<file path="src/rtl/led_share_pkg.sv">
// Shared types and constants for the LED sharing scheduler.
// Active-low colour encoding: a 0 bit lights that LED die.
package led_share_pkg;

  // Scheduler states
  typedef enum logic [1:0] {
    S_IDLE  = 2'd0,
    S_SERVE = 2'd1,
    S_GAP   = 2'd2
  } led_state_e;

  // Idle rotation phase, kept across service periods
  typedef enum logic [1:0] {
    ROT_G = 2'd0,
    ROT_R = 2'd1,
    ROT_B = 2'd2
  } rot_phase_e;

  localparam logic [2:0] LED_G   = 3'b110;
  localparam logic [2:0] LED_R   = 3'b101;
  localparam logic [2:0] LED_B   = 3'b011;
  localparam logic [2:0] LED_OFF = 3'b111;

  // Next step of the idle G->R->B rotation
  function automatic rot_phase_e rot_next(input rot_phase_e ph);
    case (ph)
      ROT_G:   rot_next = ROT_R;
      ROT_R:   rot_next = ROT_B;
      ROT_B:   rot_next = ROT_G;
      default: rot_next = ROT_G;
    endcase
  endfunction

  // LED drive for a rotation phase
  function automatic logic [2:0] rot_color(input rot_phase_e ph);
    case (ph)
      ROT_G:   rot_color = LED_G;
      ROT_R:   rot_color = LED_R;
      ROT_B:   rot_color = LED_B;
      default: rot_color = LED_G;
    endcase
  endfunction

endpackage

</file>
<file path="src/rtl/led_tick_gen.sv">
// Tick prescaler: counts 0..TICK_DIV-1 and pulses tick for one cycle on the
// last count. restart forces the count back to 0 so every scheduler phase
// starts on a whole tick boundary.
module led_tick_gen #(
  parameter int TICK_DIV = 2_400_000
) (
  input  logic sys_clk,
  input  logic sys_rst,
  input  logic restart,
  output logic tick
);

  localparam int PW = (TICK_DIV > 1) ? $clog2(TICK_DIV) : 1;
  localparam logic [PW-1:0] PRESC_LAST = PW'(TICK_DIV - 1);

  logic [PW-1:0] presc_r;

  assign tick = (presc_r == PRESC_LAST);

  // Prescaler count with wrap on terminal count and restart on phase entry
  always_ff @(posedge sys_clk) begin
    if (sys_rst) begin
      presc_r <= '0;
    end else if (restart) begin
      presc_r <= '0;
    end else if (tick) begin
      presc_r <= '0;
    end else begin
      presc_r <= presc_r + PW'(1);
    end
  end

endmodule

</file>
<file path="src/rtl/led_share_sched.sv">
// Round-robin scheduler sharing one active-low RGB LED between N_REQ
// status requesters. Each grant is shown for HOLD_TICKS ticks, grants are
// separated by GAP_TICKS ticks of LED-off, and with nothing pending the LED
// runs the idle G->R->B rotation (phase kept while serving).
// Optional feature: define LED_SHARE_BLINK_EN to let a requester ask for its
// colour to blink (toggle every tick) while it is served.
module led_share_sched
  import led_share_pkg::*;
#(
  parameter int N_REQ      = 4,
  parameter int TICK_DIV   = 2_400_000,
  parameter int HOLD_TICKS = 10,
  parameter int GAP_TICKS  = 1,
  parameter int IDLE_TICKS = 10
) (
  input  logic                 sys_clk,
  input  logic                 sys_rst,
  input  logic [N_REQ-1:0]     req,
  input  logic [3*N_REQ-1:0]   req_color,
  input  logic [N_REQ-1:0]     req_blink,
  output logic [N_REQ-1:0]     grant,
  output logic                 busy,
  output logic [2:0]           led
);

  localparam int IW = $clog2(N_REQ);
  localparam int MAX_TICKS = (HOLD_TICKS > GAP_TICKS)
                           ? ((HOLD_TICKS > IDLE_TICKS) ? HOLD_TICKS : IDLE_TICKS)
                           : ((GAP_TICKS > IDLE_TICKS) ? GAP_TICKS : IDLE_TICKS);
  localparam int TW = $clog2(MAX_TICKS + 1);

  localparam logic [TW-1:0]    HOLD_LAST = TW'(HOLD_TICKS - 1);
  localparam logic [TW-1:0]    GAP_LAST  = TW'(GAP_TICKS - 1);
  localparam logic [TW-1:0]    IDLE_LAST = TW'(IDLE_TICKS - 1);
  localparam logic [IW-1:0]    LAST_IDX  = IW'(N_REQ - 1);
  localparam logic [N_REQ-1:0] ONE_HOT0  = {{(N_REQ-1){1'b0}}, 1'b1};

  // First high request at or after ptr, searching upward with wrap
  function automatic logic [IW-1:0] rr_pick(input logic [N_REQ-1:0] r,
                                            input logic [IW-1:0]    ptr);
    logic found;
    int   j;
    rr_pick = ptr;
    found   = 1'b0;
    for (int k = 0; k < N_REQ; k++) begin
      j = (int'(ptr) + k) % N_REQ;
      if (!found && r[j]) begin
        rr_pick = IW'(j);
        found   = 1'b1;
      end
    end
  endfunction

  led_state_e     state_r;
  led_state_e     state_nxt_s;
  logic           restart_s;
  logic           tick_s;
  logic           last_s;
  logic           load_grant_s;
  logic           idle_step_s;
  logic           any_req_s;
  logic           others_s;
  logic           own_s;
  logic [IW-1:0]  pick_idx_s;
  logic [TW-1:0]  tick_cnt_r;
  logic [TW-1:0]  tick_last_s;

  logic [N_REQ-1:0] grant_r;
  logic [IW-1:0]    gidx_r;
  logic [IW-1:0]    rr_ptr_r;
  logic [2:0]       led_r;
  logic             busy_r;
  rot_phase_e       phase_r;

`ifdef LED_SHARE_BLINK_EN
  logic [2:0]       color_r;
  logic             blink_en_r;
  logic             blink_off_r;
`else
  logic             unused_blink_s;
  assign unused_blink_s = ^req_blink;
`endif

  led_tick_gen #(
    .TICK_DIV (TICK_DIV)
  ) u_tick (
    .sys_clk (sys_clk),
    .sys_rst (sys_rst),
    .restart (restart_s),
    .tick    (tick_s)
  );

  assign any_req_s    = |req;
  assign others_s     = |(req & ~grant_r);
  assign own_s        = |(req & grant_r);
  assign pick_idx_s   = rr_pick(req, rr_ptr_r);
  assign last_s       = tick_s && (tick_cnt_r == tick_last_s);
  assign load_grant_s = restart_s && (state_nxt_s == S_SERVE);
  assign idle_step_s  = (state_r == S_IDLE) && last_s;

  // Terminal tick count of the current phase
  always_comb begin
    tick_last_s = IDLE_LAST;
    case (state_r)
      S_IDLE:  tick_last_s = IDLE_LAST;
      S_SERVE: tick_last_s = HOLD_LAST;
      S_GAP:   tick_last_s = GAP_LAST;
      default: tick_last_s = IDLE_LAST;
    endcase
  end

  // Ticks elapsed in the current phase; cleared on every phase entry
  always_ff @(posedge sys_clk) begin
    if (sys_rst) begin
      tick_cnt_r <= '0;
    end else if (restart_s) begin
      tick_cnt_r <= '0;
    end else if (tick_s) begin
      if (tick_cnt_r == tick_last_s) begin
        tick_cnt_r <= '0;
      end else begin
        tick_cnt_r <= tick_cnt_r + TW'(1);
      end
    end else begin
      tick_cnt_r <= tick_cnt_r;
    end
  end

  // State register
  always_ff @(posedge sys_clk) begin
    if (sys_rst) begin
      state_r <= S_IDLE;
    end else begin
      state_r <= state_nxt_s;
    end
  end

  // Next state; restart marks a phase (re)entry that realigns the tick grid
  always_comb begin
    state_nxt_s = state_r;
    restart_s   = 1'b0;
    case (state_r)
      S_IDLE: begin
        if (any_req_s) begin
          state_nxt_s = S_SERVE;
          restart_s   = 1'b1;
        end else begin
          state_nxt_s = S_IDLE;
        end
      end
      S_SERVE: begin
        if (last_s) begin
          restart_s = 1'b1;
          // Sole remaining requester keeps the LED without a gap
          if (others_s || !own_s) begin
            state_nxt_s = S_GAP;
          end else begin
            state_nxt_s = S_SERVE;
          end
        end else begin
          state_nxt_s = S_SERVE;
        end
      end
      S_GAP: begin
        if (last_s) begin
          restart_s = 1'b1;
          if (any_req_s) begin
            state_nxt_s = S_SERVE;
          end else begin
            state_nxt_s = S_IDLE;
          end
        end else begin
          state_nxt_s = S_GAP;
        end
      end
      default: begin
        state_nxt_s = S_IDLE;
        restart_s   = 1'b1;
      end
    endcase
  end

  // Registered outputs, round-robin pointer and idle rotation phase.
  // Leaving IDLE takes priority over a rotation step due on the same edge.
  always_ff @(posedge sys_clk) begin
    if (sys_rst) begin
      grant_r     <= '0;
      gidx_r      <= '0;
      rr_ptr_r    <= '0;
      led_r       <= LED_G;
      busy_r      <= 1'b0;
      phase_r     <= ROT_G;
`ifdef LED_SHARE_BLINK_EN
      color_r     <= LED_G;
      blink_en_r  <= 1'b0;
      blink_off_r <= 1'b0;
`endif
    end else begin
      busy_r <= (state_nxt_s != S_IDLE);
      if (load_grant_s) begin
        grant_r <= ONE_HOT0 << pick_idx_s;
        gidx_r  <= pick_idx_s;
        led_r   <= req_color[3*int'(pick_idx_s) +: 3];
`ifdef LED_SHARE_BLINK_EN
        color_r     <= req_color[3*int'(pick_idx_s) +: 3];
        blink_en_r  <= req_blink[pick_idx_s];
        blink_off_r <= 1'b0;
`endif
      end else if (state_nxt_s == S_GAP) begin
        grant_r <= '0;
        led_r   <= LED_OFF;
        if (state_r == S_SERVE) begin
          rr_ptr_r <= (gidx_r == LAST_IDX) ? '0 : (gidx_r + IW'(1));
        end
      end else if (state_nxt_s == S_IDLE) begin
        grant_r <= '0;
        if (idle_step_s) begin
          phase_r <= rot_next(phase_r);
          led_r   <= rot_color(rot_next(phase_r));
        end else begin
          led_r   <= rot_color(phase_r);
        end
      end else begin
        // Hold in progress: grant and latched colour stay put
`ifdef LED_SHARE_BLINK_EN
        if (tick_s && blink_en_r) begin
          blink_off_r <= ~blink_off_r;
          led_r       <= blink_off_r ? color_r : LED_OFF;
        end
`endif
      end
    end
  end

  assign grant = grant_r;
  assign busy  = busy_r;
  assign led   = led_r;

endmodule
</file>
<file path="config.mk">
export PLATFORM = sky130hd
export DESIGN_NAME = led_share_sched
export DESIGN_NICKNAME = d
export VERILOG_FILES = /design/src/rtl/led_share_pkg.sv /design/src/rtl/led_tick_gen.sv /design/src/rtl/led_share_sched.sv
export SDC_FILE = /design/constraint.sdc
export NUM_CORES = 1
export LEC_CHECK = 0
export ABC_CLOCK_PERIOD_IN_PS = 2200
export CORE_UTILIZATION = 30
export CTS_CLUSTER_SIZE = 24
export DETAILED_ROUTE_END_ITERATION = 12
export SYNTH_ARGS = -nofsm -noshare
export SYNTH_HDL_FRONTEND = slang
export SYNTH_SLANG_ARGS = --single-unit
export TNS_END_PERCENT = 100
</file>
<file path="constraint.sdc">
create_clock -name sys_clk -period 2.2 [get_ports sys_clk]
set_input_delay 0.33 -clock sys_clk [delete_from_list [all_inputs] [get_ports sys_clk]]
set_output_delay 0.33 -clock sys_clk [all_outputs]
set_load 0.01 [all_outputs]
</file>
==> results of run 1 <==
## cells in the final DEF, fill, tap and decap left out, types with 5 or more instances in the layout
cell type / count
dfxtp_1: 38
buf_4: 43
clkdlybuf4s50_1: 21
nand3_1: 10
nor2_1: 31
xnor2_1: 6
xor2_1: 13
a21oi_1: 14
and3_1: 5
nand2_1: 19
nand4_1: 7
o21ai_0: 10
ha_1: 10
or3_1: 9
inv_1: 10
buf_6: 6
clkbuf_8: 6
## how the worst max path moves through the flow
stage | start | to | slack, ps | cells after the start
CTS | state_r[0] | busy | 8 | 11
global route | state_r[0] | gidx_r[1] | -6 | 10
floorplan | req[0] | gidx_r[1] | -9 | 7
global placement | req[0] | gidx_r[0] | -430 | 8
detailed placement | req[0] | gidx_r[1] | -460 | 8
finish | state_r[0] | gidx_r[0] | 60 | 10
## registers in the layout (all words and copies together) (netlist names), 2 cells and up
| name | cells |
|---|---|
| grant | 4 |
| led | 3 |
| u_tick.presc_r | 22 |
| state_r | 2 |
| phase_r | 2 |
| tick_cnt_r | 4 |
| gidx_r | 2 |
| rr_ptr_r | 2 |
## worst max-delay path: stages (launching register included)
cell,delay (ps)
dfxtp_2,330
inv_2,80
ha_4,140
nor3b_4,220
o21ai_4,100
buf_6,130
nor3_4,230
buf_6,140
mux2_4,320
and3_1,170
o21ba_1,170
## timing repair
item	CTS	global route
endpoints found under the setup margin	10	12
pin swaps	6	13
resized for setup	6	32
gates cloned	1	1
setup buffers	1	3
## power breakdown
| group | switching, mW | internal [mW] | total, mW |
|---|---|---|---|
| combinational | 0.118 | 0.159 | 0.277 |
| sequential | 0.0117 | 0.777 | 0.789 |
| clock | 0.276 | 0.484 | 0.760 |
| total | 0.405 | 1.42 | 1.83 |
## synthesized netlist by cell type, types with 2 or more instances
cell type and n:
nand3b_1 2, nor3_1 4, clkbuf_1 4, a21boi_0 4, nor2b_1 3, a21oi_1 17, dfxtp_1 42, nand3_1 11
and3_1 7, xnor2_1 6, a31oi_1 3, xor2_1 13, a311oi_1 2, o21ai_0 10, mux4_1 2, or3_1 9
o21ba_1 2, or2_2 2, o211ai_1 2, nand2b_1 2, nor2_1 31, mux2i_1 3, nand4_1 7, inv_1 11
o22ai_1 2, a211oi_1 5, ha_1 12, nand2_1 19, and4_1 3
## per-layer routing
layer / vias to the layer above / track usage / part of all wire
li1: 1095 / - / -
met1: 1011 / 0.173 / 0.49
met2: 19 / 0.221 / 0.47
met3: 9 / 0.0262 / 0.019
met4: 0 / 0.0710 / 0.021
met5: - / 0 / 0
## area by class of cell
| cell class | count | area share |
|---|---|---|
| Multi-Input combinational cell | 204 | 0.454 |
| Sequential cell | 42 | 0.254 |
| Timing Repair Buffer | 76 | 0.199 |
| Tap cell | 99 | 0.0372 |
| Clock buffer | 6 | 0.0248 |
| Clock inverter | 2 | 0.0180 |
| Inverter | 11 | 0.0124 |
## logic make-up (layout without fill, tap and decap cells)
group,count (synthesis),count (layout)
buffers and inverters,16,95
AOI/OAI and AO/OA,54,54
and+or+nand+nor,110,110
xor gates and xnor gates,19,19
adders and majority gates,12,12
muxes,8,9
DFF,42,42
## stage by stage
step | util | std cells | TNS, ps
2_1_floorplan | - | 261 | -18.4
3_3_place_gp | 0.414 | 426 | -10740
3_5_place_dp | 0.414 | 426 | -11680
4_1_cts | 0.436 | 436 | 0
5_1_grt | 0.454 | 440 | -6.96
6_report | 0.454 | 440 | 0
==> flow_metrics.env, run 1 <==
export IMPL_crit_path_end_kind="flip-flop"
export IMPL_ctsHoldBuffers=0
export IMPL_status="completed"
export IMPL_synth_xor_area_share=0.0720
export IMPL_clock_fmax_mhz=467
export IMPL_drive_gt1_frac=0.270
export IMPL_io_buffers=25
export IMPL_die_area_mm2=0.00805
export IMPL_vias=2134
export IMPL_r2r_end="gidx_r[0]"
export IMPL_clkSinkCount=42
export IMPL_placed_area_mm2=0.00303
export IMPL_place_ws_ps=-456
export IMPL_totalWireLength_um=5460
export IMPL_coreArea_mm2=0.00733
export IMPL_p_per_area_mw_per_mm2=548
export IMPL_synth_top_area_cell="dfxtp_1"
export IMPL_relSlewSlack=0.732
export IMPL_synth_top_family_by_area="simple AND/OR/NAND/NOR gates"
export IMPL_grt_first_pass_wirelength_um=9040
export IMPL_leakage_nw=1.31
export IMPL_power_mw=1.83
export IMPL_drt_initial_drc_count=68
export IMPL_startpoint_type="flip-flop"
export IMPL_async_flop_share=0
export IMPL_cts_tree="yes"
export IMPL_die_height_um=89.7
export IMPL_hold_start="u_tick.presc_r[0]"
export IMPL_ios=30
export IMPL_ys_ff_latch=42
export IMPL_num_antenna_cells=0
export IMPL_critPathKind="reg2reg"
export IMPL_gp_congestion=0.835
export IMPL_setup_slack_ps=60.0
export IMPL_hold_depth=1
export IMPL_syn_area_mm2=0.00231
export IMPL_ys_top_cells_by_area="dfxtp_1 36%, ha_1 6.5%, nor2_1 5.0%"
export IMPL_final_area_mm2=0.00333
export IMPL_drtAntennaViolNets=0
export IMPL_drt_pass1_iter_count=4
export IMPL_grt_max_degree=21
export IMPL_syn_nets=295
export IMPL_max_vdd_ir_drop_mv=0.225
export IMPL_synthAdderAreaFrac=0.0650
export IMPL_grt_overflow_total=0
export IMPL_cts_buffers=5
export IMPL_fillCellCount=714
export IMPL_r2r_start="state_r[0]"
export IMPL_worst_slew_pin_transition_ps=401
export IMPL_drc_errors=0
export IMPL_die_w_um=89.7
export IMPL_fin_skew_ps=7.97
export IMPL_crit_required_ps=2400
export IMPL_multi_input_area_mm2=0.00151
export IMPL_muxShareOfSynthArea=0.0618
export IMPL_avgSynthCellArea_um2=8.85
export IMPL_period_needed_ps=2140
export IMPL_num_nets_final=374
export IMPL_syn_instance_count=261
export IMPL_slew_viol_final=0
export IMPL_final_setup_viol_count=0
export IMPL_dp_hpwl_um=3930
export IMPL_finalCritPeriodShare=0.973
export IMPL_cts_buffer_depth=2
export IMPL_reg2reg_depth=10
export IMPL_cts_clk_slew_worst_paths_ps=80
export IMPL_yosys_area_share_simple=0.258
export IMPL_synth_top_cell_area_share=0.364
export IMPL_area_growth_synth_to_final_pct=44.1
export IMPL_via_per_inst=4.85
export IMPL_synth_ff_type="dfxtp_1"
export IMPL_clockRootBuffer="clkbuf_8"
export IMPL_arrival_ps=2340
export IMPL_htree_levels=2
export IMPL_hold_viol=0
export IMPL_regArea_um2=846
export IMPL_routedWlPerCell_um=12.4
export IMPL_worstSkewPairLatency_ps=300
export IMPL_ys_warn_count=0
export IMPL_grt_util_all_layers=0.137
export IMPL_hold_path_class="reg2reg"
export IMPL_synth_cell_types=50
export IMPL_antenna_found_initial=0
export IMPL_synth_compound_area_share=0.152
export IMPL_max_cap_violations=0
export IMPL_ys_seq_area_frac=0.364
export IMPL_hold_slack_ps=430
export IMPL_cp_max_fo=5
export IMPL_rows=31
export IMPL_grt_pass1_vias=2077
export IMPL_synth_edff_count=0
export IMPL_start_util=0.315
export IMPL_r2r_setup_slack_ps=60
export IMPL_min_to="u_tick.presc_r[0]"
No activity file was read; power rests on OpenSTA's default activity.
==> inputs of run 2 (changes only) <==
--- a/config.mk
+++ b/config.mk
@@ -6,6 +6,7 @@
 export NUM_CORES = 1
 export LEC_CHECK = 0
 export ABC_CLOCK_PERIOD_IN_PS = 2200
+export CORE_MARGIN = 5
 export CORE_UTILIZATION = 30
 export CTS_CLUSTER_SIZE = 24
 export DETAILED_ROUTE_END_ITERATION = 12
==> flow_metrics.env, run 2 (same netlist as run 1, synthesis figures left out) <==
export IMPL_grt_util_all_layers=0.118
export IMPL_drc_errors=0
export IMPL_cts_clk_slew_worst_paths_ps=90
export IMPL_cpMostUsedCell="buf_6"
export IMPL_via_per_inst=4.76
export IMPL_crit_path_end_kind="flip-flop"
export IMPL_rsz0062_at_grt="true"
export IMPL_dp_hpwl_um=3950
export IMPL_grt_overflow_total=0
export IMPL_worst_slew_pin_transition_ps=408
export IMPL_num_nets_final=377
export IMPL_max_vdd_ir_drop_mv=0.241
export IMPL_final_cell_mix="42 x buf_4, 35 x dfxtp_1, 31 x nor2_1, 21 x clkdlybuf4s50_1, 18 x nand2_1"
export IMPL_drt_initial_drc_count=62
export IMPL_critPathKind="reg2reg"
export IMPL_cts_buffers=5
export IMPL_slowest_delay_ps=340
export IMPL_hold_path_class="reg2reg"
export IMPL_clockRootBuffer="clkbuf_8"
export IMPL_die_area_mm2=0.00955
export IMPL_leakage_nw=1.30
export IMPL_coreArea_mm2=0.00761
export IMPL_arrival_ps=2310
export IMPL_hold_viol=0
export IMPL_critPathSlowestCell="dfxtp_2"
export IMPL_relSlewSlack=0.727
export IMPL_cp_max_fo=5
export IMPL_antenna_found_initial=0
export IMPL_die_height_um=97.7
export IMPL_totalWireLength_um=5520
export IMPL_grt_max_degree=14
export IMPL_placed_cells=433
export IMPL_area_growth_synth_to_final_pct=45.6
export IMPL_startpoint_type="flip-flop"
export IMPL_num_antenna_cells=0
export IMPL_crit_family="simple AND/OR/NAND/NOR gates"
export IMPL_stdcell_count=446
export IMPL_layout_commonest_cell="buf_4"
export IMPL_rows=32
export IMPL_cts_buffer_depth=2
export IMPL_routedWlPerCell_um=12.4
export IMPL_final_util=0.442
export IMPL_gp_congestion=0.858
export IMPL_max_cap_violations=0
export IMPL_crit_buf_inv=4
export IMPL_status="completed"
export IMPL_drive_gt1_frac=0.311
export IMPL_start_util=0.304
export IMPL_clkSinkCount=42
export IMPL_grt_pass1_vias=2138
export IMPL_fin_skew_ps=6.68
export IMPL_crit_chain="inv_2, ha_4, and3b_1, o21ai_2, nor3_4, buf_6, a31oi_4, a21oi_2, buf_6, buf_6, nand3b_1, a21oi_1"
export IMPL_crit_required_ps=2380
export IMPL_vias=2124
export IMPL_worstSkewPairLatency_ps=300
export IMPL_top_register="u_tick.presc_r"
export IMPL_ctsHoldBuffers=0
export IMPL_period_needed_ps=2130
export IMPL_ios=30
export IMPL_io_buffers=25
export IMPL_p_per_area_mw_per_mm2=475
export IMPL_grt_first_pass_wirelength_um=9560
export IMPL_hold_slack_ps=492
export IMPL_finalCritPeriodShare=0.970
export IMPL_cts_tree="yes"
export IMPL_drtAntennaViolNets=0
export IMPL_slew_viol_final=0
export IMPL_htree_levels=2
export IMPL_clock_fmax_mhz=469
export IMPL_largest_register_ffs=22
export IMPL_final_setup_viol_count=0
export IMPL_die_w_um=97.7
export IMPL_drt_pass1_iter_count=4
-- run 2: path summary, 6_finish.rpt --
| path | start | to | slack, ps | cells past startpoint |
|---|---|---|---|---|
| worst max-delay path | state_r[0] | phase_r[0] | 70 | 12 |
| worst min-delay path | tick_cnt_r[1] | tick_cnt_r[1] | 490 | 2 |
| worst max register to register | state_r[0] | phase_r[0] | 70 | 12 |
| worst min register to register | tick_cnt_r[1] | tick_cnt_r[1] | 490 | 2 |
-- run 2: cell type report --
type	count	area [µm²]
clock buffer	6	72.6
clock inverter	2	13.8
fill	754	4250
inverter	11	41.3
multi-input combinational	204	1570
sequential	42	850
tap	102	128
timing repair buffer	79	683
-- run 2: layer usage --
| layer | part of all wire | vias to the layer above | GRT usage |
|---|---|---|---|
| li1 | - | 1107 | - |
| met2 | 0.49 | 22 | 0.196 |
| met5 | 0 | - | 0 |
| met3 | 0.029 | 4 | 0.0307 |
| met1 | 0.47 | 991 | 0.154 |
| met4 | 0.010 | 0 | 0.0319 |
-- run 2: repair_timing --
action / CTS / global route
endpoints found under the setup margin: 10 / 13
resized for setup: 16 / 46
pin swaps: 11 / 15
buffers inserted: 2 / 1
cloned: 2 / 0
-- run 2: worst reg2reg max path, cell delays in order, from the launching register on --
cell      delay [ps]
dfxtp_2          340
inv_2             50
ha_4             150
and3b_1          220
o21ai_2           90
nor3_4           320
buf_6            160
a31oi_4           70
a21oi_2          190
buf_6            160
buf_6            100
nand3b_1         100
a21oi_1           60
-- run 2: stage by stage --
stage / total power [mW] / cell area, µm² / worst slack (ps) / setup TNS (ps)
6_report: 1.60 / 3360 / 66.4 / 0
2_1_floorplan: 0.921 / 2320 / -9.22 / -18.4
4_1_cts: 1.58 / 3200 / 17.1 / 0
3_3_place_gp: 1.06 / 3050 / -430 / -11560
3_5_place_dp: 1.06 / 3050 / -454 / -12250
5_1_grt: 1.68 / 3360 / -78.9 / -435
-- run 2: report_power, final --
part | switching, mW | leakage, nW | internal [mW]
sequential | 0.0133 | 0.343 | 0.778
clock | 0.284 | 0.0452 | 0.224
combinational | 0.128 | 0.912 | 0.171
